**src/rtl/gold_despreader.sv**
```systemverilog
// Integrate-and-dump despreader for a Gold-coded chip stream, one result per code period.
// Optional low-confidence flag built only when THRESH_DETECT_EN is defined.
module gold_despreader #(
   parameter int N      = 63,
   parameter int ACC_W  = $clog2(N) + 2,
   parameter int THRESH = 48
) (
   input  logic                    clkin,
   input  logic                    rstn,
   input  logic                    chip_valid_i,
   input  logic                    chip_i,
   input  logic                    code_gold_i,
   input  logic                    strobe_i,
   output logic                    m_valid,
   input  logic                    m_ready,
   output logic                    m_bit,
   output logic signed [ACC_W-1:0] m_corr,
   output logic                    m_erase,
   output logic                    sync_err_o,
   output logic                    overflow_o
);

   localparam int CNT_W = (N > 1) ? $clog2(N) : 1;
   localparam logic [CNT_W-1:0] LAST_CHIP = CNT_W'(N - 1);

   typedef enum logic {HUNT = 1'b0, TRACK = 1'b1} state_t;

   state_t                  state_q, state_d;
   logic [CNT_W-1:0]        cnt_q, cnt_d;
   logic signed [ACC_W-1:0] acc_q, acc_d;
   logic signed [ACC_W-1:0] term_s, sum_s;
   logic                    issue_q, issue_d;
   logic signed [ACC_W-1:0] fsum_q, fsum_d;
   logic                    sync_q, sync_d;
   logic                    valid_q, valid_d;
   logic                    bit_q, bit_d;
   logic signed [ACC_W-1:0] corr_q, corr_d;
   logic                    erase_q, erase_d;
   logic                    ovf_q, ovf_d;
   logic                    erase_new_s;

   assign term_s = (chip_i == code_gold_i) ? ACC_W'(1) : {ACC_W{1'b1}};
   assign sum_s  = acc_q + term_s;

   // Period tracking: hunt for a strobe, then integrate N chips and check alignment at boundaries.
   always_comb begin
      state_d = state_q;
      cnt_d   = cnt_q;
      acc_d   = acc_q;
      issue_d = 1'b0;
      fsum_d  = fsum_q;
      sync_d  = 1'b0;
      case (state_q)
         HUNT: begin
            if (chip_valid_i && strobe_i) begin
               acc_d   = term_s;
               cnt_d   = CNT_W'(1);
               state_d = TRACK;
            end else begin
               state_d = HUNT;
            end
         end
         TRACK: begin
            if (!chip_valid_i) begin
               state_d = TRACK;
            end else if (strobe_i && (cnt_q != '0)) begin
               sync_d = 1'b1;
               acc_d  = term_s;
               cnt_d  = CNT_W'(1);
            end else if (!strobe_i && (cnt_q == '0)) begin
               sync_d  = 1'b1;
               acc_d   = '0;
               state_d = HUNT;
            end else if (cnt_q == LAST_CHIP) begin
               fsum_d  = sum_s;
               issue_d = 1'b1;
               cnt_d   = '0;
               acc_d   = '0;
            end else begin
               acc_d = sum_s;
               cnt_d = cnt_q + CNT_W'(1);
            end
         end
         default: begin
            state_d = HUNT;
            cnt_d   = '0;
            acc_d   = '0;
         end
      endcase
   end

`ifdef THRESH_DETECT_EN
   localparam logic [ACC_W-1:0] THRESH_L = ACC_W'(THRESH);
   logic [ACC_W-1:0] mag_s;
   assign mag_s       = fsum_q[ACC_W-1] ? (ACC_W'(0) - fsum_q) : fsum_q;
   assign erase_new_s = (mag_s < THRESH_L);
`else
   assign erase_new_s = 1'b0;
`endif

   // One-deep result register; a result arriving while it is full and stalled is dropped.
   always_comb begin
      valid_d = valid_q;
      bit_d   = bit_q;
      corr_d  = corr_q;
      erase_d = erase_q;
      ovf_d   = 1'b0;
      if (issue_q) begin
         if (!valid_q || m_ready) begin
            valid_d = 1'b1;
            bit_d   = fsum_q[ACC_W-1];
            corr_d  = fsum_q;
            erase_d = erase_new_s;
         end else begin
            ovf_d = 1'b1;
         end
      end else if (valid_q && m_ready) begin
         valid_d = 1'b0;
      end else begin
         valid_d = valid_q;
      end
   end

   // Tracking state and the final-sum pipeline stage.
   always_ff @(posedge clkin or negedge rstn) begin
      if (!rstn) begin
         state_q <= HUNT;
         cnt_q   <= '0;
         acc_q   <= '0;
         issue_q <= 1'b0;
         fsum_q  <= '0;
         sync_q  <= 1'b0;
      end else begin
         state_q <= state_d;
         cnt_q   <= cnt_d;
         acc_q   <= acc_d;
         issue_q <= issue_d;
         fsum_q  <= fsum_d;
         sync_q  <= sync_d;
      end
   end

   // Output register and overflow pulse.
   always_ff @(posedge clkin or negedge rstn) begin
      if (!rstn) begin
         valid_q <= 1'b0;
         bit_q   <= 1'b0;
         corr_q  <= '0;
         erase_q <= 1'b0;
         ovf_q   <= 1'b0;
      end else begin
         valid_q <= valid_d;
         bit_q   <= bit_d;
         corr_q  <= corr_d;
         erase_q <= erase_d;
         ovf_q   <= ovf_d;
      end
   end

   assign m_valid    = valid_q;
   assign m_bit      = bit_q;
   assign m_corr     = corr_q;
   assign m_erase    = erase_q;
   assign sync_err_o = sync_q;
   assign overflow_o = ovf_q;

endmodule

```
**config.mk**
```make
export PLATFORM = sky130hd
export DESIGN_NAME = gold_despreader
export DESIGN_NICKNAME = d
export VERILOG_FILES = /design/src/rtl/gold_despreader.sv
export SDC_FILE = /design/constraint.sdc
export NUM_CORES = 1
export LEC_CHECK = 0
export ABC_AREA = 0
export CAP_MARGIN = 20
export CORE_AREA = 2 2 63 65
export DETAILED_ROUTE_END_ITERATION = 8
export DIE_AREA = 0 0 65 67
export HOLD_SLACK_MARGIN = 0.15
export PLACE_DENSITY = 0.8
export SYNTH_ARGS = -nofsm -noshare
export SYNTH_HDL_FRONTEND = slang
export SYNTH_SLANG_ARGS = --single-unit
```
**constraint.sdc**
```tcl
create_clock -name clkin -period 2.3 [get_ports clkin]
set_input_delay 0.46 -clock clkin [delete_from_list [all_inputs] [get_ports clkin]]
set_output_delay 0.46 -clock clkin [all_outputs]
set_load 0.01 [all_outputs]
```
Word level (Yosys, flattened, before mapping)
Index checks and enable logic that the tools add are counted.

operators by class
  $add $sub $neg = 2
  equality and inequality tests = 6
  mux-type cells = 32
  bitwise operators = 3
  reduce and logical (&&, ||, !) cells = 15

operator list
  cell                                                    count
  2-to-1 mux 8 bit                                        6
  2-to-1 mux 6 bit                                        5
  2-to-1 mux 1 bit                                        18
  one-hot mux 8 bit (2 select lines)                      1
  one-hot mux 6 bit (2 select lines)                      1
  adder 8 bit                                             1
  adder 6 x 1 -> 6 bit (second input constant)            1
  == test 6 bit (second input constant)                   1
  logical NOT 6 bit                                       1
  AND reduction 2 bit                                     3
  nonzero test 6 bit                                      1
  AND reduction 5 bit                                     1
  logical AND 1 bit                                       4
  inequality test 2 bit (second input constant)           2
  inequality test 3 bit (second input constant)           1
  NOT 1 bit                                               3
  AND reduction 3 bit                                     1
  logical NOT 1 bit                                       2
  inequality test 2 x 1 -> 1 bit (second input constant)  1
  one-hot mux 1 bit (2 select lines)                      1
  nonzero test 2 bit                                      1
  == test 1 bit                                           1
  logical OR 1 bit                                        1

storage, ports and cells
  register bits = 36

Logic depth before layout (Yosys ltp)
Gate-level depths: netlist of the first run.

  depth in word-level cells = 8
  depth in mapped cells = 10
  mapped depth without buffers = 10

Least setup slack after synthesis of the first run
OpenSTA, ideal clock, no wires.

  kind = input to register
  start = in code_gold_i
  end = reg fsum_q[7]
  setup time = 0.076 ns
  arrival = 2.172 ns
  slack = 0.052 ns
  stages = 8
  path through = xnor2_2 inv_2 ha_1 a21o_1 a31o_2 a21oi_1 xnor3_1 o21ai_1

between the ends
  cells in the longest elaborated chain, start to end = 3

ends and longest elaborated chain
  what                  line  source
  from (decl)           12    input logic code_gold_i,
  == test 1 bit         42    assign term_s = (chip_i == code_gold_i) ? ACC_W'(1) : {ACC_W{1'b1}};
  2-to-1 mux 8 bit      42
  adder 8 bit           43    assign sum_s = acc_q + term_s;
  to (signal assigned)  138   fsum_q <= fsum_d;
  to (decl)             33    logic signed [ACC_W-1:0] fsum_q, fsum_d;

No other way between the ends.
A chain may end at the register's enable or synchronous reset.

Worst setup path in the final report of the first run
  start = reg cnt_q[2]
  end = reg acc_q[7]

between the ends
  cells in the longest elaborated chain, start to end = 6

ends and longest elaborated chain
  what                                                          line    source
  from (decl)                                                   29      logic [CNT_W-1:0] cnt_q, cnt_d;
  from (signal assigned)                                        135     cnt_q <= cnt_d;
  == test 6 bit / logical NOT 6 bit (equally long branches)     74, 70
  2-to-1 mux 8 bit / logical AND 1 bit (equally long branches)  74, 70
  2-to-1 mux 8 bit                                              70      end else if (!strobe_i && (cnt_q == '0)) begin
  2-to-1 mux 8 bit (*)                                          66      end else if (strobe_i && (cnt_q != '0)) begin
  2-to-1 mux 8 bit (*)                                          64      if (!chip_valid_i) begin
  one-hot mux 8 bit (2 select lines) (*)                        53      case (state_q)
  to (signal assigned)                                          129     acc_q <= '0;
  to (signal assigned)                                          136     acc_q <= acc_d;
  to (decl)                                                     30      logic signed [ACC_W-1:0] acc_q, acc_d;

Every way passes the cells marked *; elsewhere a longest branch is shown, timed or not. The select of a mux whose other input is x is not followed.

==> flow_summary.json, run 1 <==
{
  "startpoint_type": "flip-flop",
  "drv_cap": 0,
  "cts_hold_buf": 0,
  "setup_viol": 0,
  "rsz0062_at_grt": "false",
  "drv_slew": 0,
  "path_max_fanout": 3,
  "grt-ovfl-total": 0,
  "cpMostUsedCell": "nor4_1",
  "n_antenna_cell": 0,
  "drt_iter0_markers": 88,
  "skew_ns": 0.00537,
  "fin_cells": 284,
  "use_met3_pct": 4.56,
  "leakagePower_nw": 1.21,
  "antenna_found_initial": 0,
  "cts-root-buf": "clkbuf_8",
  "max_stage_delay_ns": 0.38,
  "vdd_drop_max_v": 0.000499,
  "routedWlPerCell_um": 13.9,
  "ys_warn_count": 0,
  "nNetsFinal": 256,
  "rows": 22,
  "met2_usage_pct": 36.1,
  "ant_nets": 0,
  "avgSynthCellArea_sq_um": 10.3,
  "die_w_um": 65,
  "yosysTopAreaCellShare_pct": 44.8,
  "grt_start_max_net_pins": 36,
  "cp.required_ns": 2.46,
  "layout_setup_ws_ns": 0.166,
  "netlist_area_sq_mm": 0.00195,
  "grt_busiest_layer": "met2",
  "numCtsBuffers": 5,
  "syn_inst": 189,
  "io_pins": 20,
  "netlist_top_cells_area": "dfrtp_1 (45%), ha_1 (7.7%), mux2_2 (6.3%), a21oi_1 (4.4%), nor2_1 (3.1%)",
  "placed_area_sq_mm": 0.00235,
  "synth_cell_types": 53,
  "critPathSlowestCell": "dfrtp_1",
  "grt_usage_pct": 21.9,
  "hp-class": "reg2reg",
  "seq_area_frac_synth_pct": 44.8,
  "synth_edf_count": 0,
  "drt-total-wl_mm": 3.94,
  "num_vias": 1529,
  "post-route-min-period_ns": 2.13,
  "synth_seq_cells": 35,
  "port-buffer-count": 18,
  "synth_top_area_cell": "dfrtp_1",
  "start_util_pct": 54.2,
  "postLayoutCellArea_sq_mm": 0.00250,
  "cts.sinks": 35,
  "power.density_mw_per_mm2": 1030,
  "cp-end-kind": "flip-flop",
  "place.detailed.instances": 275,
  "cts_tree": "built",
  "worstPathArrival_ns": 2.30,
  "path_clk_slew_ns": 0.07,
  "fmax_mhz": 469,
  "async_flop_share_pct": 100,
  "pre_cts_slack_ns": -0.382,
  "drive_gt1_share_pct": 28.0,
  "dieArea_sq_mm": 0.00436,
  "clk_latency_ns": 0.29,
  "coreArea_sq_mm": 0.00361,
  "synth-main-ff-cell": "dfrtp_1",
  "dpl.hpwl_mm": 2.92,
  "htreeDepth": 2,
  "grt_pass1_vias": 1560,
  "synth_nets": 209,
  "die_h_um": 67,
  "via_per_inst": 5.38,
  "clockBufferDepth": 2,
  "synthToLayoutAreaGrowth_pct": 27.8,
  "route.detailed.drc": 0,
  "status": "finished clean",
  "met1_usage_pct": 27.8,
  "period_share_pct": 92.8,
  "first_pass_iters": 4,
  "crit_type": "reg2reg",
  "hold_viol_final": 0,
  "gp_congestion": 0.885,
  "crit_chain": "nor4_1 > and2_1 > inv_1 > ha_1 > nand3b_1 > buf_4 > or3_1 > a21oi_1 > nor4_1",
  "grt_pass1_wl_mm": 7.08
}
==> placed cells by master (no fill, tap or decap), types with 3 or more instances in the layout <==
| cell | instances |
|---|---|
| dfrtp_1 | 35 |
| buf_4 | 28 |
| nor2_1 | 16 |
| clkdlybuf4s50_1 | 16 |
| a21oi_1 | 15 |
| nand2_1 | 12 |
| ha_1 | 12 |
| mux2_2 | 11 |
| inv_1 | 9 |
| o21ai_0 | 6 |
| clkbuf_8 | 6 |
| nand3_1 | 5 |
| o21ai_2 | 4 |
| nor3_1 | 3 |
| mux2i_1 | 3 |
==> where the power goes <==
part / internal [W] / total, W / switching [W]
logic: 0.000627 / 0.00130 / 0.000670
registers: 0.000729 / 0.000831 / 0.000102
clock network: 0.000235 / 0.000443 / 0.000208
total: 0.00159 / 0.00257 / 0.000980
==> metal layers <==
layer / vias up / part of all wire, %
met5: - / 0
li1: 766 / -
met4: 0 / 2.1
met1: 732 / 46
met3: 6 / 3.0
met2: 25 / 49
==> what timing repair did <==
action	4_1_cts	5_1_grt
setup buffers	1	1
gates cloned	0	0
pin swaps	4	6
setup endpoints to repair	7	9
gates resized for setup	2	11
==> layout make-up <==
class	instances	area (sq um)
fill	285	1110
inverter	10	37.5
sequential	35	876
timing repair buffer	46	395
multi-input combinational	138	1040
tap	48	60.1
clock inverter	1	5.00
clock buffer	6	82.6
==> synth_stat cells (3+ instances only) <==
cell type  count
dfrtp_1       35
a21oi_1       17
buf_4          3
nor2_1        16
ha_1          12
nor3_1         3
mux2i_1        3
inv_1          9
mux2_2        11
o21ai_0        8
nor4_1         3
nand2_1       13
nand3_1        5
==> kinds of logic after synthesis <==
| group | after synthesis | synth area share, % |
|---|---|---|
| AND/OR/NAND/NOR | 57 | 15.4 |
| XOR/XNOR | 5 | 3.33 |
| flip-flops | 35 | 44.8 |
| other | 1 | 0.192 |
| AO/OA/AOI/OAI | 48 | 15.6 |
| multiplexers | 14 | 7.87 |
| buffers and inverters | 16 | 4.10 |
| adder cells (fa/ha/maj) | 13 | 8.71 |
==> worst paths after layout <==
kind                                      start  cells after the start  slack [ns]                    end
max in group asynchronous                  rstn                      2        1.40  m_corr[6]$_DFFE_PN0P_
hold reg to reg               issue_q$_DFF_PN0_                      2        0.47    m_valid$_DFFE_PN0P_
setup / recovery           cnt_q[2]$_DFFE_PN0P_                      9        0.17   acc_q[7]$_DFFE_PN0P_
min in group asynchronous                  rstn                      2        0.59   acc_q[0]$_DFFE_PN0P_
hold / removal                issue_q$_DFF_PN0_                      2        0.47    m_valid$_DFFE_PN0P_
setup reg to reg           cnt_q[2]$_DFFE_PN0P_                      9        0.17   acc_q[7]$_DFFE_PN0P_
==> stage by stage <==
step	TNS, ns	total power (W)	hold WS (ns)	utilization (%)
CTS	-0.0152	0.00250	0.477	67.8
detailed placement	-2.94	0.00203	0.463	65.1
global route	0	0.00277	0.510	69.3
finish	0	0.00257	0.474	69.3
floorplan	0	0.00159	0.164	-
global placement	-2.46	0.00200	0.457	65.1
==> critical path: cells and delay by family, from the launching register on <==
kind	cells	cell delay (ns)
flip-flops	1	0.38
AND/OR/NAND/NOR	5	1.08
AO/OA/AOI/OAI	1	0.13
adder cells (fa/ha/maj)	1	0.19
buffers and inverters	2	0.22
==> flip-flops by register name, indices dropped and copies added, names as in the netlist <==
register / count
acc_q: 8
overflow_o: 1
sync_err_o: 1
m_bit: 1
cnt_q: 6
m_corr: 7
fsum_q: 8
state_q: 1
issue_q: 1
m_valid: 1
Note: power is estimated with default switching activity, not from simulation.
==> inputs of run 2 (changes only) <==
--- a/config.mk
+++ b/config.mk
@@ -7,11 +7,11 @@
 export LEC_CHECK = 0
 export ABC_AREA = 0
 export CAP_MARGIN = 20
-export CORE_AREA = 2 2 63 65
+export CORE_AREA = 2 2 92 94
 export DETAILED_ROUTE_END_ITERATION = 8
-export DIE_AREA = 0 0 65 67
+export DIE_AREA = 0 0 94 96
 export HOLD_SLACK_MARGIN = 0.15
-export PLACE_DENSITY = 0.8
+export PLACE_DENSITY = 0.45
 export SYNTH_ARGS = -nofsm -noshare
 export SYNTH_HDL_FRONTEND = slang
 export SYNTH_SLANG_ARGS = --single-unit
==> flow_summary.json, run 2 (same netlist as run 1, synthesis figures left out) <==
{
  "tightestPinTransition_ns": 0.776,
  "post-route-min-period_ns": 2.12,
  "hp-class": "in2async",
  "period_share_pct": 92.1,
  "grt_usage_pct": 10.7,
  "rsz0062_at_grt": "false",
  "drt-total-wl_mm": 4.25,
  "antenna_found_initial": 0,
  "first_pass_iters": 4,
  "grt_pass1_wl_mm": 7.44,
  "n_antenna_cell": 0,
  "via_per_inst": 4.36,
  "path_buf_inv": 3,
  "power.density_mw_per_mm2": 1030,
  "path_clk_slew_ns": 0.08,
  "clk_latency_ns": 0.28,
  "routedWlPerCell_um": 12.3,
  "vdd_drop_max_v": 0.000247,
  "setup_viol": 0,
  "rows": 33,
  "drv_cap": 0,
  "fin_cells": 345,
  "pre_cts_slack_ns": -0.410,
  "dieArea_sq_mm": 0.00902,
  "crit_chain": "dlygate4sd2_1 > xnor2_2 > inv_2 > ha_4 > nor2b_2 > o31a_1 > o21ai_1 > buf_4 > a21boi_1 > o31ai_1",
  "cp.required_ns": 2.49,
  "dpl.hpwl_mm": 3.22,
  "drv_slew": 0,
  "io_pins": 20,
  "fmax_mhz": 472,
  "layout_setup_ws_ns": 0.181,
  "cts.sinks": 35,
  "cts-root-buf": "clkbuf_8",
  "leakagePower_nw": 1.23,
  "crit_type": "in2reg",
  "total_power_w": 0.00269,
  "startpoint_type": "primary input",
  "route.detailed.drc": 0,
  "port-buffer-count": 18,
  "nNetsFinal": 259,
  "final_cell_mix": "dfrtp_1 (35), buf_4 (31), nor2_1 (16), a21oi_1 (16), clkdlybuf4s50_1 (15)",
  "die_h_um": 96,
  "hold_ws_ns": 0.243,
  "status": "finished clean",
  "skew_ns": 0.00356,
  "hold_viol_final": 0,
  "critPathSlowestCell": "o31a_1",
  "ant_nets": 0,
  "cp-end-kind": "flip-flop",
  "die_w_um": 94,
  "htreeDepth": 2,
  "relSlewSlack_pct": 48.3,
  "num_vias": 1503,
  "place.detailed.instances": 333,
  "final_common_cell": "dfrtp_1",
  "gp_congestion": 0.762,
  "path_max_fanout": 7,
  "drive_gt1_share_pct": 28.3,
  "max_stage_delay_ns": 0.31,
  "utilization_pct": 32.4,
  "worstPathArrival_ns": 2.31,
  "synthToLayoutAreaGrowth_pct": 33.4,
  "cts_tree": "built",
  "numCtsBuffers": 5,
  "cp_top_family": "compound AO/OA/AOI/OAI gates",
  "grt-ovfl-total": 0,
  "grt_start_max_net_pins": 36,
  "coreArea_sq_mm": 0.00805,
  "drt_iter0_markers": 65,
  "clockBufferDepth": 2,
  "start_util_pct": 24.3,
  "grt_pass1_vias": 1562
}
[run 2: area by class of cell]
| cell class | count | area [sq um] |
|---|---|---|
| Timing Repair Buffer | 49 | 405 |
| Clock inverter | 2 | 35.0 |
| Fill cell | 835 | 5450 |
| Multi-Input combinational cell | 138 | 1040 |
| Sequential cell | 35 | 876 |
| Tap cell | 105 | 131 |
| Clock buffer | 6 | 82.6 |
| Inverter | 10 | 37.5 |
[run 2: power by group]
part / switching, W / internal (W) / leakage (nW)
Clock: 0.000235 / 0.000351 / 0.0612
Combinational: 0.000636 / 0.000632 / 0.705
Sequential: 0.000108 / 0.000728 / 0.460
[run 2: metrics by stage]
step | setup TNS (ns) | cell area [sq um]
floorplan | 0 | 1950
finish | 0 | 2610
CTS | 0 | 2580
global route | 0 | 2610
global placement | -2.68 | 2420
detailed placement | -3.15 | 2420
[run 2: routing by layer]
layer / vias up / part of all wire (%) / global-route usage, %
li1: 765 / - / -
met1: 713 / 52 / 14.6
met2: 23 / 44 / 16.8
met3: 2 / 2.8 / 2.11
met4: 0 / 0.99 / 3.62
met5: - / 0 / 0
[run 2: what timing repair did]
| item | in CTS | in global routing |
|---|---|---|
| resized for setup | 10 | 1 |
| hold buffers | 0 | 0 |
| setup buffers | 1 | 3 |
| pin swaps | 6 | 0 |
| cloned | 0 | 0 |
| endpoints found under the setup margin | 5 | 2 |
[run 2: worst paths after layout]
kind                            slack, ns  depth (start not counted)                 start                     to
worst min register to register       0.48                          2     issue_q$_DFF_PN0_    m_valid$_DFFE_PN0P_
worst max register to register       0.24                          9  cnt_q[4]$_DFFE_PN0P_   acc_q[3]$_DFFE_PN0P_
worst max-delay path                 0.18                         10                chip_i  fsum_q[6]$_DFFE_PN0P_
worst min-delay path                 0.24                          1                  rstn   cnt_q[5]$_DFFE_PN0P_
min in group clkin                   0.48                          2     issue_q$_DFF_PN0_    m_valid$_DFFE_PN0P_
max in group asynchronous            1.55                          1                  rstn   acc_q[6]$_DFFE_PN0P_
==> inputs of run 3 (changes only) <==
--- a/config.mk
+++ b/config.mk
@@ -11,7 +11,7 @@
 export DETAILED_ROUTE_END_ITERATION = 8
 export DIE_AREA = 0 0 94 96
 export HOLD_SLACK_MARGIN = 0.15
-export PLACE_DENSITY = 0.45
+export PLACE_DENSITY = 0.46
 export SYNTH_ARGS = -nofsm -noshare
 export SYNTH_HDL_FRONTEND = slang
 export SYNTH_SLANG_ARGS = --single-unit
==> constraint.sdc (replaced) <==
create_clock -name clkin -period 1.73 [get_ports clkin]
set_input_delay 0.346 -clock clkin [delete_from_list [all_inputs] [get_ports clkin]]
set_output_delay 0.346 -clock clkin [all_outputs]
set_load 0.01 [all_outputs]
==> flow_summary.json, run 3 (same netlist as run 1, synthesis figures left out) <==
{
  "startpoint_type": "flip-flop",
  "worstPathArrival_ns": 2.19,
  "dpl.hpwl_mm": 3.41,
  "ant_nets": 0,
  "cts_tree": "built",
  "final_cell_mix": "buf_4 (46), dfrtp_1 (35), nor2_1 (15), clkdlybuf4s50_1 (15), nand2_1 (11)",
  "nNetsFinal": 285,
  "drive_gt1_share_pct": 47.4,
  "setup_viol": 22,
  "filler_cell_count": 819,
  "critPathSlowestCell": "dfrtp_1",
  "multiInputGateArea_sq_mm": 0.00127,
  "io_pins": 20,
  "crit_type": "reg2reg",
  "crit_chain": "nor4_2 > and2_4 > inv_2 > ha_4 > nand3b_1 > a21boi_4 > buf_6 > nor4b_4 > nor4_1",
  "clockBufferDepth": 2,
  "grt-ovfl-total": 0,
  "cts.sinks": 35,
  "grt_usage_pct": 12.1,
  "rsz0062_at_grt": "true",
  "numCtsBuffers": 5,
  "htreeDepth": 2,
  "drv_cap": 0,
  "skew_ns": 0.0139,
  "routedWlPerCell_um": 13.3,
  "drt_iter0_markers": 50,
  "total_power_w": 0.00428,
  "period_share_pct": 116,
  "clk_latency_ns": 0.29,
  "hold_viol_final": 0,
  "route.detailed.drc": 0,
  "post-route-min-period_ns": 2.01,
  "vdd_drop_max_v": 0.000399,
  "path_clk_slew_ns": 0.09,
  "layout_setup_ws_ns": -0.279,
  "first_pass_iters": 4,
  "die_h_um": 96,
  "drv_slew": 0,
  "die_w_um": 94,
  "antenna_found_initial": 0,
  "violations": "setup timing",
  "leakagePower_nw": 1.40,
  "fmax_mhz": 498,
  "power.density_mw_per_mm2": 1390,
  "start_util_pct": 24.3,
  "cp-end-kind": "flip-flop",
  "cts-root-buf": "clkbuf_8",
  "path_max_fanout": 4,
  "port-buffer-count": 18,
  "n_antenna_cell": 0,
  "drt-total-wl_mm": 4.94,
  "setup_tns_ns": -2.63,
  "grt_pass1_vias": 1706,
  "dieArea_sq_mm": 0.00902,
  "hold_ws_ns": 0.476,
  "cp.required_ns": 1.91,
  "status": "finished with violations",
  "coreArea_sq_mm": 0.00805,
  "final_common_cell": "buf_4",
  "via_per_inst": 4.47,
  "utilization_pct": 38.4,
  "seqCellArea_sq_um": 876,
  "grt_start_max_net_pins": 36,
  "synthToLayoutAreaGrowth_pct": 58.1,
  "max_stage_delay_ns": 0.40,
  "hp-class": "reg2reg",
  "num_vias": 1658,
  "grt_pass1_wl_mm": 8.38,
  "rows": 33,
  "gp_congestion": 0.820
}
## run 3: cell count changes in the layout (fill, tap and decap cells not counted), sizes merged
cell         previous run  this run
dlygate4sd2             2         0
dlygate4sd3             0         1
buf                    32        58
clkinvlp                0         1
## run 3: final cells by class
cell class	count	area share, %
multi-input cells	138	41.0
clock buffers	6	2.67
repair inverters	1	0.243
flip-flops and latches	35	28.4
well taps	105	4.25
repair buffers	74	21.1
clock inverters	2	1.13
inverters	10	1.30
## run 3: power by group
| part | switching [W] | internal, W | leakage, nW | total, W |
|---|---|---|---|---|
| sequential | 0.000148 | 0.000968 | 0.460 | 0.00112 |
| combinational | 0.00115 | 0.00122 | 0.875 | 0.00238 |
| clock | 0.000325 | 0.000467 | 0.0612 | 0.000792 |
| total | 0.00163 | 0.00266 | 1.40 | 0.00428 |
## run 3: worst max-delay path, delay by kind of cell, from the launching register on
| kind | cells | cell delay (ns) |
|---|---|---|
| simple gates | 5 | 0.97 |
| flops | 1 | 0.40 |
| compound gates | 1 | 0.20 |
| buf+inv | 2 | 0.17 |
| fa+ha+maj | 1 | 0.15 |
## run 3: routing by layer
metal / vias to the layer above / routed length (um) / track usage, %
met5: - / 0 / 0
met4: 0 / 92 / 4.47
met3: 8 / 117 / 2.35
met2: 25 / 2310 / 20.2
met1: 804 / 2420 / 15.6
li1: 821 / - / -
## run 3: final timing paths
check                                       endpoint            startpoint  slack, ns  cells after the start
worst max-delay path            acc_q[6]$_DFFE_PN0P_  cnt_q[2]$_DFFE_PN0P_      -0.28                      9
worst min-delay path             m_valid$_DFFE_PN0P_     issue_q$_DFF_PN0_       0.48                      2
worst max register to register  acc_q[6]$_DFFE_PN0P_  cnt_q[2]$_DFFE_PN0P_      -0.28                      9
worst min register to register   m_valid$_DFFE_PN0P_     issue_q$_DFF_PN0_       0.48                      2
max in group asynchronous          state_q$_DFF_PN0_                  rstn       0.77                      3
min in group asynchronous       acc_q[1]$_DFFE_PN0P_                  rstn       0.62                      3
## run 3: timing repair
| action | in CTS | in global routing |
|---|---|---|
| hold endpoints to repair | 35 | 0 |
| gates resized for setup | 48 | 17 |
| hold buffers | 1 | 0 |
| buffers inserted | 12 | 2 |
| endpoints found under the setup margin | 22 | 23 |
| pin swaps | 18 | 11 |
| gates cloned | 2 | 0 |
## run 3: through the flow
| stage | area, sq um | std cells | worst slack (ns) |
|---|---|---|---|
| finish | 3090 | 371 | -0.279 |
| global route | 3090 | 371 | -0.360 |
| CTS | 3010 | 370 | -0.316 |
| detailed placement | 2650 | 349 | -0.788 |
| global placement | 2650 | 349 | -0.788 |
| floorplan | 2050 | 189 | -0.156 |
